--- config.mk ---
export PLATFORM = sky130hd
export DESIGN_NAME = sr_arbiter_flat
export DESIGN_NICKNAME = d
export VERILOG_FILES = /design/src/rtl/sr_arbiter_if.sv /design/src/rtl/sr_arbiter.sv /design/src/flat_wrapper.sv
export SDC_FILE = /design/constraint.sdc
export NUM_CORES = 1
export LEC_CHECK = 0
export CAP_MARGIN = 40
export CORE_ASPECT_RATIO = 1.75
export CORE_UTILIZATION = 42
export DETAILED_ROUTE_END_ITERATION = 12
export PLACE_DENSITY_LB_ADDON = 0.12
export SLEW_MARGIN = 0
export SYNTH_ARGS = -nofsm -noshare
export SYNTH_HDL_FRONTEND = slang
export SYNTH_SLANG_ARGS = --single-unit
--- constraint.sdc ---
create_clock -name clk -period 3.15 [get_ports clk]
set_input_delay 0.4725 -clock clk [delete_from_list [all_inputs] [get_ports clk]]
set_output_delay 0.4725 -clock clk [all_outputs]
set_load 0.03 [all_outputs]
--- src/rtl/sr_arbiter_if.sv ---
// Write-port bundle between the two SR requesters, the arbiter and the
// special-register block.
interface sr_arbiter_if #(
  parameter int SEL_W  = 16,
  parameter int DATA_W = 16
);
  logic              core_req;
  logic [SEL_W-1:0]  core_sel;
  logic [DATA_W-1:0] core_data;
  logic              core_ack;
  logic              dbg_req;
  logic [SEL_W-1:0]  dbg_sel;
  logic [DATA_W-1:0] dbg_data;
  logic              dbg_ack;
  logic              sr_ie;
  logic [SEL_W-1:0]  sr_sel;
  logic [DATA_W-1:0] sr_in;
  logic              sr_err;
  logic              grant_dbg;

  modport master (
    output core_req, core_sel, core_data, dbg_req, dbg_sel, dbg_data,
    input  core_ack, dbg_ack, sr_ie, sr_sel, sr_in, sr_err, grant_dbg
  );

  modport slave (
    input  core_req, core_sel, core_data, dbg_req, dbg_sel, dbg_data,
    output core_ack, dbg_ack, sr_ie, sr_sel, sr_in, sr_err, grant_dbg
  );
endinterface

--- src/rtl/sr_arbiter.sv ---
// Arbitrates core and debug writes onto the special-register write port:
// IDLE -> WRITE (strobe) -> ACK, debug priority bounded by a starvation count.
module sr_arbiter #(
  parameter int SEL_W      = 16,
  parameter int DATA_W     = 16,
  parameter int STARVE_MAX = 4
) (
  input logic        clk,
  input logic        rst_n,
  sr_arbiter_if.slave bus
);
  localparam int CNT_W = $clog2(STARVE_MAX + 1);

  typedef enum logic [1:0] {IDLE, WRITE, ACK} state_t;

  state_t            state_q, state_d;
  logic [CNT_W-1:0]  starve_q, starve_d;
  logic              valid_q, valid_d;
  logic              grant_dbg_q, grant_dbg_d;
  logic              sr_ie_q, sr_ie_d;
  logic [SEL_W-1:0]  sr_sel_q, sr_sel_d;
  logic [DATA_W-1:0] sr_in_q, sr_in_d;
  logic              core_ack_q, core_ack_d;
  logic              dbg_ack_q, dbg_ack_d;
  logic              sr_err_q, sr_err_d;

  logic              pick_dbg;
  logic [SEL_W-1:0]  win_sel;
  logic [DATA_W-1:0] win_data;

  function automatic logic is_onehot(input logic [SEL_W-1:0] s);
    return (s != '0) && ((s & (s - SEL_W'(1))) == '0);
  endfunction

  function automatic logic [CNT_W-1:0] sat_inc(input logic [CNT_W-1:0] c);
    return (c == CNT_W'(STARVE_MAX)) ? c : c + CNT_W'(1);
  endfunction

  always_comb begin
    state_d     = state_q;
    starve_d    = starve_q;
    valid_d     = valid_q;
    grant_dbg_d = 1'b0;
    sr_ie_d     = 1'b0;
    sr_sel_d    = '0;
    sr_in_d     = '0;
    core_ack_d  = 1'b0;
    dbg_ack_d   = 1'b0;
    sr_err_d    = 1'b0;

    // Debug wins ties unless the core has waited through STARVE_MAX debug grants.
    pick_dbg = bus.dbg_req && !(bus.core_req && (starve_q == CNT_W'(STARVE_MAX)));
    win_sel  = pick_dbg ? bus.dbg_sel  : bus.core_sel;
    win_data = pick_dbg ? bus.dbg_data : bus.core_data;

    unique case (state_q)
      IDLE: begin
        if (bus.core_req || bus.dbg_req) begin
          valid_d     = is_onehot(win_sel);
          grant_dbg_d = pick_dbg;
          sr_ie_d     = valid_d;
          sr_sel_d    = valid_d ? win_sel  : '0;
          sr_in_d     = valid_d ? win_data : '0;
          if (!pick_dbg)         starve_d = '0;
          else if (bus.core_req) starve_d = sat_inc(starve_q);
          state_d     = WRITE;
        end
      end
      WRITE: begin
        grant_dbg_d = grant_dbg_q;
        core_ack_d  = !grant_dbg_q;
        dbg_ack_d   = grant_dbg_q;
        sr_err_d    = !valid_q;
        state_d     = ACK;
      end
      ACK: begin
        state_d = IDLE;
      end
      default: begin
        state_d = IDLE;
      end
    endcase
  end

  always_ff @(posedge clk or negedge rst_n) begin
    if (!rst_n) begin
      state_q     <= IDLE;
      starve_q    <= '0;
      valid_q     <= 1'b0;
      grant_dbg_q <= 1'b0;
      sr_ie_q     <= 1'b0;
      sr_sel_q    <= '0;
      sr_in_q     <= '0;
      core_ack_q  <= 1'b0;
      dbg_ack_q   <= 1'b0;
      sr_err_q    <= 1'b0;
    end else begin
      state_q     <= state_d;
      starve_q    <= starve_d;
      valid_q     <= valid_d;
      grant_dbg_q <= grant_dbg_d;
      sr_ie_q     <= sr_ie_d;
      sr_sel_q    <= sr_sel_d;
      sr_in_q     <= sr_in_d;
      core_ack_q  <= core_ack_d;
      dbg_ack_q   <= dbg_ack_d;
      sr_err_q    <= sr_err_d;
    end
  end

  assign bus.sr_ie     = sr_ie_q;
  assign bus.sr_sel    = sr_sel_q;
  assign bus.sr_in     = sr_in_q;
  assign bus.core_ack  = core_ack_q;
  assign bus.dbg_ack   = dbg_ack_q;
  assign bus.sr_err    = sr_err_q;
  assign bus.grant_dbg = grant_dbg_q;
endmodule

--- src/flat_wrapper.sv ---
// flat-port wrapper written by rule: the top's interface ports become plain ports
module sr_arbiter_flat 
#(
  parameter int SEL_W      = 16,
  parameter int DATA_W     = 16,
  parameter int STARVE_MAX = 4
)
  (clk, rst_n, bus_core_req, bus_core_sel, bus_core_data, bus_dbg_req, bus_dbg_sel, bus_dbg_data, bus_core_ack, bus_dbg_ack, bus_sr_ie, bus_sr_sel, bus_sr_in, bus_sr_err, bus_grant_dbg);
  sr_arbiter_if #(.SEL_W(SEL_W), .DATA_W(DATA_W)) bus_i ();
  input logic clk;
  input logic rst_n;
  input wire logic [$bits(bus_i.core_req)-1:0] bus_core_req;
  input wire logic [$bits(bus_i.core_sel)-1:0] bus_core_sel;
  input wire logic [$bits(bus_i.core_data)-1:0] bus_core_data;
  input wire logic [$bits(bus_i.dbg_req)-1:0] bus_dbg_req;
  input wire logic [$bits(bus_i.dbg_sel)-1:0] bus_dbg_sel;
  input wire logic [$bits(bus_i.dbg_data)-1:0] bus_dbg_data;
  output wire logic [$bits(bus_i.core_ack)-1:0] bus_core_ack;
  output wire logic [$bits(bus_i.dbg_ack)-1:0] bus_dbg_ack;
  output wire logic [$bits(bus_i.sr_ie)-1:0] bus_sr_ie;
  output wire logic [$bits(bus_i.sr_sel)-1:0] bus_sr_sel;
  output wire logic [$bits(bus_i.sr_in)-1:0] bus_sr_in;
  output wire logic [$bits(bus_i.sr_err)-1:0] bus_sr_err;
  output wire logic [$bits(bus_i.grant_dbg)-1:0] bus_grant_dbg;
  assign bus_i.core_req = bus_core_req;
  assign bus_i.core_sel = bus_core_sel;
  assign bus_i.core_data = bus_core_data;
  assign bus_i.dbg_req = bus_dbg_req;
  assign bus_i.dbg_sel = bus_dbg_sel;
  assign bus_i.dbg_data = bus_dbg_data;
  assign bus_core_ack = bus_i.core_ack;
  assign bus_dbg_ack = bus_i.dbg_ack;
  assign bus_sr_ie = bus_i.sr_ie;
  assign bus_sr_sel = bus_i.sr_sel;
  assign bus_sr_in = bus_i.sr_in;
  assign bus_sr_err = bus_i.sr_err;
  assign bus_grant_dbg = bus_i.grant_dbg;
  sr_arbiter #(.SEL_W(SEL_W), .DATA_W(DATA_W), .STARVE_MAX(STARVE_MAX)) u_core (.clk(clk), .rst_n(rst_n), .bus(bus_i));
endmodule
# After elaboration in Yosys (flattened, before gate mapping)
# Index checks and enable logic that the tools add are counted.
totals:
  ff_bits: 43
  elab_cells: 50
  out_inout_bits: 37
  in_bits: 68
op_classes:
  n_eq_ne: 5
  n_bitwise: 1
  n_reduce_logical: 12
  muxes: 20
  addsub: 2
op_table:
  columns: ["operator", "n"]
  rows:
  - ["$mux W16", 8]
  - ["$and A16 B16 Y16", 1]
  - ["$logic_not A16 Y1", 1]
  - ["$reduce_bool A16 Y1", 1]
  - ["$sub A16 B1 Y16 const B", 1]
  - ["$mux W3", 3]
  - ["$mux W1", 6]
  - ["$ne A2 B2 Y1 const B", 2]
  - ["$pmux W2 S2", 1]
  - ["$reduce_and A4 Y1", 1]
  - ["$add A3 B1 Y3 const B", 1]
  - ["$eq A3 B3 Y1 const B", 1]
  - ["$logic_and A1 B1 Y1", 3]
  - ["$logic_not A1 Y1", 3]
  - ["$eq A2 B1 Y1 const B", 1]
  - ["$logic_not A2 Y1", 1]
  - ["$mux W2", 1]
  - ["$ne A2 B1 Y1 const B", 1]
  - ["$pmux W1 S2", 1]
  - ["$reduce_and A2 Y1", 1]
  - ["$logic_or A1 B1 Y1", 1]

# Depth between registers and ports, before layout
logic_depth:
  ltp_word: 12
  mapped_depth: 10
  mapped_depth_nobuf: 8

# Least setup slack after synthesis
# No wires, ideal clock.
synth_timing:
  kind: "reg2reg"
  start: "register u_core.starve_q[0]"
  end: "register u_core.sr_in_q[0] (netlist: u_core.bus.sr_in[0])"
  required_time_ps: 3068
  period_less_slack_ps: 2329
  setup_time_ps: 82
  stages_incl_launch_ff: 11
  slack_ps: 821
  arrival_time_ps: 2247
  n_path_buf: 2
  cell_sequence: "dfrtp_1 > inv_1 > ha_1 > nand3_2 > nand2_2 > buf_2 > mux2i_1 > o221a_2 > nand4_2 > clkbuf_1 > nor3_2"
synth_via:
  elab_chain_cells: 12
  word_cells_on_any_way: 14
  classes_between: "add/sub: 1; eq/ne: 1; mux: 5; bitwise: 1; reduce/logical: 6"
synth_lines:
  columns: ["item", "line", "text"]
  rows:
  - ["start: declaration", "sr_arbiter.sv:17", "logic [CNT_W-1:0] starve_q, starve_d;"]
  - ["start signal: assignment", "sr_arbiter.sv:99", "starve_q <= starve_d;"]
  - ["$eq A3 B3 Y1 (*)", "sr_arbiter.sv:52", "pick_dbg = bus.dbg_req && !(bus.core_req && (starve_q == CNT_W'(STARVE_MAX)));"]
  - ["$logic_and A1 B1 Y1 (*)", "sr_arbiter.sv:52", null]
  - ["$logic_not A1 Y1 (*)", "sr_arbiter.sv:52", null]
  - ["$logic_and A1 B1 Y1 (*)", "sr_arbiter.sv:52", null]
  - ["$mux W16", "sr_arbiter.sv:53", "win_sel = pick_dbg ? bus.dbg_sel : bus.core_sel;"]
  - ["$sub A16 B1 Y16", "sr_arbiter.sv:32", "return (s != '0) && ((s & (s - SEL_W'(1))) == '0);"]
  - ["$and A16 B16 Y16", "sr_arbiter.sv:32", null]
  - ["$logic_not A16 Y1", "sr_arbiter.sv:32", null]
  - ["$logic_and A1 B1 Y1", "sr_arbiter.sv:32", null]
  - ["$mux W16 (*)", "sr_arbiter.sv:63", "sr_in_d = valid_d ? win_data : '0;"]
  - ["$mux W16 (*)", "sr_arbiter.sv:58", "if (bus.core_req || bus.dbg_req) begin"]
  - ["$mux W16 (*)", "sr_arbiter.sv:56", "unique case (state_q)"]
  - ["named net u_core.sr_in_d[0]", "sr_arbiter.sv:22", "logic [DATA_W-1:0] sr_in_q, sr_in_d;"]
  - ["end signal: assignment", "sr_arbiter.sv:104", "sr_in_q <= sr_in_d;"]
  - ["end: declaration", "sr_arbiter.sv:22", null]
# The timed path passes the listed nets; every way through them passes the cells marked *.
# A chain may end at the register's enable or synchronous reset.

# Worst setup path after layout
layout_timing:
  start: "input port bus_dbg_sel[0]"
  end: "register u_core.sr_sel_q[12] (netlist: u_core.bus.sr_sel[12])"
layout_via:
  elab_chain_cells: 8
  word_cells_on_any_way: 9
  classes_between: "add/sub: 1; mux: 4; bitwise: 1; reduce/logical: 3"
layout_lines:
  columns: ["item", "line", "text"]
  rows:
  - ["start: declaration", "flat_wrapper.sv:16", "input wire logic [$bits(bus_i.dbg_sel)-1:0] bus_dbg_sel;"]
  - ["$mux W16 (*)", "sr_arbiter.sv:53", null]
  - ["$sub A16 B1 Y16", "sr_arbiter.sv:32", null]
  - ["$and A16 B16 Y16", "sr_arbiter.sv:32", null]
  - ["$logic_not A16 Y1", "sr_arbiter.sv:32", null]
  - ["$logic_and A1 B1 Y1 (*)", "sr_arbiter.sv:32", null]
  - ["$mux W16 (*)", "sr_arbiter.sv:62", "sr_sel_d = valid_d ? win_sel : '0;"]
  - ["$mux W16 (*)", "sr_arbiter.sv:58", null]
  - ["$mux W16 (*)", "sr_arbiter.sv:56", null]
  - ["named net u_core.sr_sel_d[12]", "sr_arbiter.sv:21", "logic [SEL_W-1:0] sr_sel_q, sr_sel_d;"]
  - ["end signal: assignment", "sr_arbiter.sv:103", "sr_sel_q <= sr_sel_d;"]
  - ["end: declaration", "sr_arbiter.sv:21", null]
# Marked as above.

==> qor.yml <==
ctsResizeCount: 0
synth.cell_area_mm2: 0.00236
ant_nets: 0
cts_post_setup_buffers_inserted: 0
detailroute.via_count: 2042
wire_length_of_the_first_global_routing_pass_um: 9400
reg2reg_slack_ns: 0.58
cellLeakagePower_nw: 1.49
die_area_mm2: 0.00594
gr-usage-all-layers_pct: 20.6
grt_start_max_net_pins: 33
most-common-layout-cells: "sky130_fd_sc_hd__clkdlybuf4s50_1 (103), sky130_fd_sc_hd__dfrtp_1 (43), sky130_fd_sc_hd__mux2i_1 (32), sky130_fd_sc_hd__nor3_2 (29)"
timing.final.setup_violations: 0
clkSlewWorstSetupHoldPaths_ns: 0.08
antenna-diode-count: 0
vdd_ir_drop_max_uv: 259
synth.avg_cell_area_um2: 11.1
clock_skew_ns: 0.00793
fmax_mhz: 371
final_net_count: 390
rows: 35
route.detailed.wl_per_inst_um: 14.5
ys_types: 44
htreeDepth: 2
cp_data_required_time_ns: 3.35
cts-root-to-sink-buffers: 2
number_of_antenna_violations_at_the_first_check_in_global_routing: 0
grt_pass1_vias: 2123
worst_hold_path_type: "in2async"
clock_buffers_created_by_tritoncts: 5
maxSlewViolCount: 0
finish.utilization_pct: 67.9
drt_drc_violations_left: 0
power.density_cell_area_mw_per_mm2: 406
first_pass_iters: 4
rsz_0062_raised_after_global_routing: "no"
max_slew_margin_pct: 70.9
detailed_place.area_mm2: 0.00351
finalSetupTns_ns: 0
detail_route.vias_per_cell: 5.17
cts_hold_repair.buffers: 0
period_share_pct: 85.5
gpl.final_weighted_congestion: 0.840
die_w_um: 58.7
master_of_the_slowest_instance_on_the_critical_path: "sky130_fd_sc_hd__or4_1"
power.combinational.fraction_pct: 29.0
synth_top_area_share_pct: 45.6
clockPowerShare_pct: 28.3
numPortBuffers: 104
power_switching_share_pct: 29.5
timing.final.crit_period_ns: 2.69
clk_root_buffer_cell: "sky130_fd_sc_hd__clkbuf_8"
synthesis.nets: 283
timing.setup.critical_path_class: "in2reg"
totalPowerFinal_mw: 1.47
post_synth_inst_count: 213
finalWirelength_um: 5710
total_switching_power_mw: 0.435
worst_pin_slew_ns: 0.432
flow.area_growth_from_synthesis_pct: 53.6
drt_first_iter_violations: 30
synth_top_area_cell: "sky130_fd_sc_hd__dfrtp_1"
worst_ep_arrival_time_ns: 2.90
critical_path.max_fanout: 32
io_pins: 105
critPathCaptureType: "flop"
final_hold_viol_count: 0
max_cap_viol_count: 0
tritoncts_clock_tree: "built"
detailedPlacementHpwl_um: 4480
initial_utilization_pct: 44.2
clock_insertion_delay_worst_skew_ns: 0.29
clock-sinks: 43
yosys_warning_total: 0
status: "finished, final reports clean"
pwr-share-seq_pct: 42.8
synth_top_cells_by_area: "sky130_fd_sc_hd__dfrtp_1 (46%), sky130_fd_sc_hd__mux2i_1 (14%), sky130_fd_sc_hd__nor3_2 (12%)"
die-height_um: 101
worstPathCellList: "clkdlybuf4s50_1 -> or4_1 -> nor4_2 -> mux2i_1 -> or3_4 -> a2bb2oi_4 -> buf_12 -> nor3b_1"
overflow_left_after_global_routing: 0
cell_internal_power_mw: 1.04
total_of_flip_flops_plus_latches_after_synthesis: 43
core-area_mm2: 0.00534
drive_gt1_share_pct: 17.1
setup.worst_path.start_class: "input port"
stdcell_area_mm2: 0.00363
ys_seq_area_share_pct: 45.6
crit_path_max_incr_delay_ns: 0.58
layout.cells.most_common: "sky130_fd_sc_hd__clkdlybuf4s50_1"
-- sequential cells by signal, indices dropped and copies added, names as in the netlist --
register and count:
u_core.bus.core_ack 1, u_core.bus.sr_ie 1, u_core.bus.sr_sel 16, u_core.valid_q 1, u_core.bus.grant_dbg 1, u_core.bus.sr_in 16
u_core.bus.dbg_ack 1, u_core.state_q 2, u_core.starve_q 3, u_core.bus.sr_err 1
-- logic make-up after synthesis --
family | after synthesis | synth area share [%]
fa+ha+maj | 4 | 1.91
simple gates | 78 | 23.7
buf+inv | 17 | 3.87
xor+xnor | 2 | 0.742
mux | 33 | 14.0
compound gates | 36 | 10.2
flops | 43 | 45.6
-- worst paths after layout --
kind,from,endpoint,depth (start not counted)
max,bus_dbg_sel[0],u_core.bus.sr_sel[12]$_DFF_PN0_,8
min,rst_n,u_core.bus.dbg_ack$_DFF_PN0_,1
max reg2reg,u_core.starve_q[0]$_DFFE_PN0P_,u_core.bus.sr_sel[12]$_DFF_PN0_,9
min reg2reg,u_core.valid_q$_DFFE_PN0P_,u_core.bus.sr_err$_DFF_PN0_,1
max in group asynchronous,rst_n,u_core.bus.sr_sel[10]$_DFF_PN0_,2
min in group clk,u_core.valid_q$_DFFE_PN0P_,u_core.bus.sr_err$_DFF_PN0_,1
-- Yosys cell counts, drive strengths merged --
master	n
dfrtp	43
nor3	35
mux2i	32
o21ai	15
nand2	14
nor2	12
buf	9
inv	5
a2111oi	4
a21oi	3
clkbuf	3
nor4	3
a211oi	2
a2bb2oi	2
a31oi	2
and2	2
ha	2
maj3	2
nand3	2
nand4	2
nor3b	2
o22ai	2
o31ai	2
or3	2
or4	2
a21o	1
a22oi	1
mux2	1
nand2b	1
nand3b	1
o221a	1
o311a	1
xnor2	1
xor2	1
-- critical path: cells and delay by family --
kind,cells,cell delay (ns)
muxes,1,0.19
AOI/OAI and AO/OA,1,0.19
buffers and inverters,2,0.65
and+or+nand+nor,4,1.39
-- area by class of cell --
cell class                 instances  area (um^2)
fill                             449         1720
multi-input combinational        153         1200
timing repair buffer             112         1120
sequential                        43         1080
tap                               74         92.6
clock buffer                       5         68.8
clock inverter                     3         43.8
inverter                           5         18.8
-- per-layer routing --
| metal | global-route usage (%) | routed length, um | up-vias | share of wire, % |
|---|---|---|---|---|
| li1 | - | - | 991 | - |
| met1 | 21.3 | 2100 | 952 | 37 |
| met2 | 39.3 | 3180 | 86 | 56 |
| met3 | 3.70 | 299 | 13 | 5.2 |
| met4 | 8.97 | 132 | 0 | 2.3 |
| met5 | 0 | 0 | - | 0 |
-- metrics by stage --
stage / instances / hold slack, ns / setup WS [ns]
after floorplan: 213 / 0.177 / 0.821
after global placement: 386 / 0.437 / 0.206
after detailed placement: 387 / 0.418 / 0.173
after CTS: 395 / 0.102 / 0.474
after global routing: 395 / 0.124 / 0.290
final: 395 / 0.0987 / 0.456
-- power by group through the flow --
stage / clock network [mW] / logic [mW] / registers (mW)
2_1_floorplan: 0 / 0.187 / 0.680
3_3_place_gp: 0 / 0.422 / 0.640
3_5_place_dp: 0 / 0.430 / 0.642
4_1_cts: 0.429 / 0.431 / 0.631
5_1_grt: 0.454 / 0.464 / 0.637
6_report: 0.416 / 0.427 / 0.631
No activity file was read; power rests on OpenSTA's default activity.
